<file path="src/rtl/spi_master_pkg.sv">
// Shared definitions for the SPI pixel master: FSM state encoding and
// default sizing constants.
package spi_master_pkg;

    // Widest pixel word carried over the SPI pixel port.
    localparam int MAX_PIXEL_BITS      = 24;

    // Default clk_i cycles per SCK half-period (the core needs >= 4).
    localparam int SPI_CLK_DIV_DEFAULT = 4;

    // Frame sequencing states.
    typedef enum logic [2:0] {
        ST_IDLE  = 3'd0,
        ST_SETUP = 3'd1,
        ST_HIGH  = 3'd2,
        ST_LOW   = 3'd3,
        ST_HOLD  = 3'd4,
        ST_GAP   = 3'd5
    } spi_master_state_t;

endpackage

</file>
<file path="src/rtl/spi_clk_div.sv">
// Shared phase timer: counts CLK_DIV cycles per SPI phase and flags the
// last cycle of each phase. Reloads itself so consecutive phases chain.
module spi_clk_div
    import spi_master_pkg::*;
#(
    parameter int CLK_DIV = SPI_CLK_DIV_DEFAULT
) (
    input  logic clk_i,
    input  logic rst_i,
    input  logic restart_i,
    output logic phase_done_o
);

    localparam int               CNT_W  = $clog2(CLK_DIV);
    localparam logic [CNT_W-1:0] RELOAD = CNT_W'(CLK_DIV - 1);

    logic [CNT_W-1:0] r_cnt;

    // Down-counter: reload on restart or on reaching zero, else decrement.
    always_ff @(posedge clk_i) begin
        if (rst_i) begin
            r_cnt <= RELOAD;
        end else if (restart_i || (r_cnt == '0)) begin
            r_cnt <= RELOAD;
        end else begin
            r_cnt <= r_cnt - CNT_W'(1);
        end
    end

    assign phase_done_o = (r_cnt == '0);

endmodule

</file>
<file path="src/rtl/spi_pixel_master.sv">
// SPI mode-0 host controller: takes one pixel per valid/ready handshake,
// shifts it out MSB-first and captures the slave's word in the same frame.
module spi_pixel_master
    import spi_master_pkg::*;
#(
    parameter int PIXEL_BITS = MAX_PIXEL_BITS,
    parameter int CLK_DIV    = SPI_CLK_DIV_DEFAULT
) (
    input  logic                  clk_i,
    input  logic                  rst_i,
    input  logic [PIXEL_BITS-1:0] tx_px_i,
    input  logic                  tx_valid_i,
    output logic                  tx_ready_o,
    output logic [PIXEL_BITS-1:0] rx_px_o,
    output logic                  rx_valid_o,
    output logic                  busy_o,
    output logic                  spi_sck_o,
    output logic                  spi_cs_o,
    output logic                  spi_sdo_o,
    input  logic                  spi_sdi_i
);

    localparam int               BIT_W    = $clog2(PIXEL_BITS);
    localparam logic [BIT_W-1:0] LAST_BIT = BIT_W'(PIXEL_BITS - 1);

    spi_master_state_t     r_state;
    spi_master_state_t     w_next_state;
    logic [PIXEL_BITS-1:0] r_tx;
    logic [PIXEL_BITS-1:0] w_tx_next;
    logic [PIXEL_BITS-1:0] r_rx;
    logic [PIXEL_BITS-1:0] r_rx_px;
    logic [BIT_W-1:0]      r_bit;
    logic                  r_rx_valid;
    logic                  r_sck;
    logic                  r_cs;
    logic                  r_sdo;
    logic                  w_sck_next;
    logic                  w_cs_next;
    logic                  w_sdo_next;
    logic                  w_hs;
    logic                  w_phase_done;
    logic                  w_last_bit;
    logic                  w_high_end;
    logic                  w_hold_end;

    // Reset masks ready, so a handshake coinciding with reset is dropped.
    assign tx_ready_o = (r_state == ST_IDLE) & ~rst_i;
    assign w_hs       = tx_valid_i & tx_ready_o;
    assign w_last_bit = (r_bit == LAST_BIT);
    assign w_high_end = (r_state == ST_HIGH) & w_phase_done;
    assign w_hold_end = (r_state == ST_HOLD) & w_phase_done;

    spi_clk_div #(
        .CLK_DIV      (CLK_DIV)
    ) u_clk_div (
        .clk_i        (clk_i),
        .rst_i        (rst_i),
        .restart_i    (w_hs),
        .phase_done_o (w_phase_done)
    );

    // State register; reset aborts any frame in progress.
    always_ff @(posedge clk_i) begin
        if (rst_i) begin
            r_state <= ST_IDLE;
        end else begin
            r_state <= w_next_state;
        end
    end

    // Next-state logic: each non-idle phase lasts one phase-timer period.
    always_comb begin
        w_next_state = r_state;
        case (r_state)
            ST_IDLE: begin
                if (w_hs) w_next_state = ST_SETUP;
                else      w_next_state = ST_IDLE;
            end
            ST_SETUP: begin
                if (w_phase_done) w_next_state = ST_HIGH;
                else              w_next_state = ST_SETUP;
            end
            ST_HIGH: begin
                if (w_phase_done && w_last_bit) w_next_state = ST_HOLD;
                else if (w_phase_done)          w_next_state = ST_LOW;
                else                            w_next_state = ST_HIGH;
            end
            ST_LOW: begin
                if (w_phase_done) w_next_state = ST_HIGH;
                else              w_next_state = ST_LOW;
            end
            ST_HOLD: begin
                if (w_phase_done) w_next_state = ST_GAP;
                else              w_next_state = ST_HOLD;
            end
            ST_GAP: begin
                if (w_phase_done) w_next_state = ST_IDLE;
                else              w_next_state = ST_GAP;
            end
            default: w_next_state = ST_IDLE;
        endcase
    end

    // Next transmit shift value: load at handshake, advance when SCK falls.
    always_comb begin
        w_tx_next = r_tx;
        if (w_hs) begin
            w_tx_next = tx_px_i;
        end else if (w_high_end && !w_last_bit) begin
            w_tx_next = r_tx << 1;
        end else begin
            w_tx_next = r_tx;
        end
    end

    // SPI pin values for the state being entered, so the pins are registered
    // in lock-step with the state register.
    always_comb begin
        w_sck_next = 1'b0;
        w_cs_next  = 1'b1;
        w_sdo_next = 1'b0;
        case (w_next_state)
            ST_SETUP, ST_LOW, ST_HOLD: begin
                w_sck_next = 1'b0;
                w_cs_next  = 1'b0;
                w_sdo_next = w_tx_next[PIXEL_BITS-1];
            end
            ST_HIGH: begin
                w_sck_next = 1'b1;
                w_cs_next  = 1'b0;
                w_sdo_next = w_tx_next[PIXEL_BITS-1];
            end
            default: begin
                w_sck_next = 1'b0;
                w_cs_next  = 1'b1;
                w_sdo_next = 1'b0;
            end
        endcase
    end

    // Registered SPI pins and transmit shift register.
    always_ff @(posedge clk_i) begin
        if (rst_i) begin
            r_sck <= 1'b0;
            r_cs  <= 1'b1;
            r_sdo <= 1'b0;
            r_tx  <= '0;
        end else begin
            r_sck <= w_sck_next;
            r_cs  <= w_cs_next;
            r_sdo <= w_sdo_next;
            r_tx  <= w_tx_next;
        end
    end

    // Bit counter and receive shift; MISO is sampled in the last HIGH cycle
    // so a slave resynchronising SCK has had time to drive it.
    always_ff @(posedge clk_i) begin
        if (rst_i) begin
            r_bit <= '0;
            r_rx  <= '0;
        end else begin
            if (w_hs) begin
                r_bit <= '0;
            end else if (w_high_end && !w_last_bit) begin
                r_bit <= r_bit + BIT_W'(1);
            end
            if (w_high_end) begin
                r_rx <= {r_rx[PIXEL_BITS-2:0], spi_sdi_i};
            end
        end
    end

    // Publish the received word as CS rises; aborted frames never get here.
    always_ff @(posedge clk_i) begin
        if (rst_i) begin
            r_rx_px    <= '0;
            r_rx_valid <= 1'b0;
        end else begin
            r_rx_valid <= w_hold_end;
            if (w_hold_end) begin
                r_rx_px <= r_rx;
            end
        end
    end

    assign spi_sck_o  = r_sck;
    assign spi_cs_o   = r_cs;
    assign spi_sdo_o  = r_sdo;
    assign rx_px_o    = r_rx_px;
    assign rx_valid_o = r_rx_valid;
    assign busy_o     = (r_state != ST_IDLE);

endmodule

</file>
<file path="config.mk">
export PLATFORM = sky130hd
export DESIGN_NAME = spi_pixel_master
export DESIGN_NICKNAME = d
export VERILOG_FILES = /design/src/rtl/spi_master_pkg.sv /design/src/rtl/spi_clk_div.sv /design/src/rtl/spi_pixel_master.sv
export SDC_FILE = /design/constraint.sdc
export NUM_CORES = 1
export LEC_CHECK = 0
export CORE_MARGIN = 1.5
export CORE_UTILIZATION = 56
export DETAILED_ROUTE_END_ITERATION = 8
export GPL_TIMING_DRIVEN = 1
export PLACE_DENSITY = 0.83
export REMOVE_ABC_BUFFERS = 1
export SETUP_SLACK_MARGIN = 0.2
export SYNTH_ARGS = -nofsm -noshare
export SYNTH_HDL_FRONTEND = slang
export SYNTH_HIERARCHICAL = 1
export SYNTH_SLANG_ARGS = --single-unit
</file>
<file path="constraint.sdc">
create_clock -name clk_i -period 3.27 [get_ports clk_i]
set_input_delay 0.981 -clock clk_i [delete_from_list [all_inputs] [get_ports clk_i]]
set_output_delay 0.981 -clock clk_i [all_outputs]
set_load 0.1 [all_outputs]
</file>
==> impl_metrics.toml <==
[run_status]
status = "finished, final reports clean"

[cts]
cts_buffers = 9
hold_buffers = 0
cts_tree = "done"
cts_root_buffer = "clkbuf_8"
postCtsResizedCells = 0
clock_latency_ns = 0.35
postCtsSetupBuffers = 0
h-tree-depth = 3
clk_pin_slew_ns = 0.08
clockBufferDepth = 2
numClockSinks = 86

[timing]
fmax_mhz = 395
drv_slew = 0
rsz0062_at_grt = "false"
fin_setup_tns_ns = 0
finalCritPeriodShare_pct = 77.5
fin_skew_ns = 0.00841
slew_headroom_pct = 36.0
timing.final.ws_setup_ns = 0.735
setup_violations = 0
finalCriticalPeriod_ns = 2.53
max_slew.worst_pin.slew_ns = 0.957
hold_viol = 0

[die]
die_area_mm2 = 0.00667
coreArea_mm2 = 0.00596
std_cell_rows = 28
die_h_um = 81.7
initial_core_util_pct = 58.2
io_pins = 58
die_w_um = 81.7

[routing]
dr.pass1.iters = 4
drt_drc_violations_left = 0
drt_iter0_markers = 163
routed-via-count = 2872
routed-wl-met3_um = 290
met2_length_um = 3320
drt_wl_total_um = 6830
post_drt_via_cell_ratio = 5.42
antenna_left = 0
highest_layer = "met4"
post_drt_wl_per_cell_um = 12.9
met1_length_um = 3080

[logic_synthesis]
synth_top_family_by_area = "simple AND/OR/NAND/NOR gates"
avgSynthCellArea_um2 = 8.41
synthMuxAreaShare_pct = 0.289
synth_cells = 412
yosysTopAreaCell = "dfxtp_1"
synthDistinctLibCells = 41
synth-seq-cells = 86
synth-compound-area-share_pct = 16.1
netlist_area_mm2 = 0.00346
synth_area_leaders = "dfxtp_1, nand2_1, a21oi_1, a311oi_2, a311oi_1"
synth_seq_area_share_pct = 49.7
post_synth_and_or_nand_nor_area_fraction_pct = 26.1
yosysTopAreaCellShare_pct = 49.7
yosys_warnings = 6
synth_xor_area_share_pct = 0.758
synth_fa_ha_area_share_pct = 0.722

[run]
cap_violations = 0

[min_path]
hold_class = "register to register"

[pwr]
p_switching_uw = 468
power_density_mw_per_mm2 = 503
clock_power_share_pct = 39.3
leakage_uw = 0.00145
p_total_uw = 2060
ir_worst_vdd_v = 0.000226
seqPwrFrac_pct = 52.9
swShare_pct = 22.7
internal_power_uw = 1590
power_frac_comb_pct = 7.8

[placement]
gp_congestion = 0.769
pre_cts_slack_ns = 0.729
port_buffers = 57
hpwl_um = 4160
dp.cells = 514

[finish]
layout-drive-gt1-share_pct = 14.5
diodes = 0
area_growth_pct = 18.2
final_nets = 480
finalNonFillerCells = 530

[setup_path]
crit_arrival_ns = 1.55
start_kind = "input pin"
worstPathRequired_ns = 2.29
criticalPathCategory = "input pin to output pin"
critPathMaxFanout = 2
worst_setup_path_end_kind = "output pin"

[grt]
antenna_found_initial = 0
grt_usage_pct = 22.2
overflow = 0
grt_pass1_vias = 2681
grt_max_degree = 86
grt_pass1_wl_um = 11500
## path summary, 6_finish.rpt
path	cells after the start	from	endpoint	slack, ns
worst max-delay path	3	rst_i	tx_ready_o	0.74
worst min-delay path	2	rx_px_o[22]$_SDFFE_PP0P_	rx_px_o[22]$_SDFFE_PP0P_	0.46
worst max register to register	6	u_clk_div/r_cnt[0]$_SDFF_PP1_	r_tx[1]$_SDFFE_PP0P_	0.93
worst min register to register	2	rx_px_o[22]$_SDFFE_PP0P_	rx_px_o[22]$_SDFFE_PP0P_	0.46
## cells in the mapped netlist
cell / instances
and4b_1: 1
nand2_4: 1
o21bai_1: 1
or3_1: 1
nand2_1: 144
ha_1: 2
and4bb_2: 1
o311a_1: 1
o21ai_0: 3
and3_1: 2
xor2_1: 1
nor4_1: 2
buf_2: 6
nand4bb_1: 1
a22oi_1: 1
clkbuf_1: 15
a311oi_1: 12
nand4b_1: 1
inv_1: 3
and4_1: 1
dfxtp_1: 86
nor2_1: 27
nor3_2: 3
nor2_8: 1
nor4_4: 1
a31oi_1: 2
nand4_1: 1
buf_6: 8
nor3_1: 6
and2_1: 1
a21oi_1: 50
nor2b_1: 1
or4b_1: 2
clkbuf_2: 1
a311oi_2: 10
nor4b_1: 1
inv_2: 1
xnor2_1: 2
nand3_1: 4
mux2i_1: 1
buf_4: 3
## kinds of logic after synthesis
kind of cell,Yosys count
flops,86
xor+xnor,3
compound gates,80
mux,1
simple gates,203
fa+ha+maj,2
buf+inv,37
## critical path, stage by stage
cell    delay (ns)
buf_2         0.12
nor4_4        0.22
buf_12        0.22
## power groups by stage
stage               Sequential, uW  Clock [uW]  Combinational [uW]
CTS                           1090         822                 163
floorplan                     1120           0                76.6
finish                        1090         809                 161
global placement              1110           0                 156
global route                  1090         859                 175
detailed placement            1110           0                 161
## sequential cells by signal (all words and copies together) (netlist names)
register / cells
rx_valid_o: 1
u_clk_div/r_cnt: 2
r_rx: 24
r_bit: 5
rx_px_o: 24
spi_cs_o: 1
r_state: 3
r_tx: 24
spi_sck_o: 1
spi_sdo_o: 1
## metal layers
layer	vias up	global-route usage [%]
li1	1463	-
met3	14	3.89
met4	0	10.7
met5	-	0
met2	61	39.1
met1	1334	26.2
## placed cells by master, fill, tap and decap left out, types with 3 or more instances in the layout
master	Yosys	layout
nand2_1	144	144
dfxtp_1	86	86
a21oi_1	50	50
buf_4	3	32
nor2_1	27	27
clkdlybuf4s50_1	0	26
a311oi_1	12	12
a311oi_2	10	10
clkbuf_8	0	10
nor3_1	6	6
nand3_1	4	4
inv_1	3	3
o21ai_0	3	3
nor3_2	3	3
## layout make-up
cell class / count / area, um2
Fill cell: 512 / 1860
Sequential cell: 86 / 1720
Multi-Input combinational cell: 289 / 1520
Timing Repair Buffer: 60 / 526
Clock buffer: 12 / 145
Tap cell: 75 / 93.8
Clock inverter: 4 / 70.1
Inverter: 4 / 15.0
## metrics by stage
step / instance area, um2 / utilization [%] / hold slack (ns)
after global routing: 4100 / 68.8 / 0.474
after CTS: 4100 / 68.8 / 0.459
after detailed placement: 3880 / 65.1 / 0.447
after floorplan: 3260 / - / 0.426
final: 4100 / 68.8 / 0.455
after global placement: 3880 / 65.1 / 0.443
Note: power is estimated with default switching activity, not from simulation.
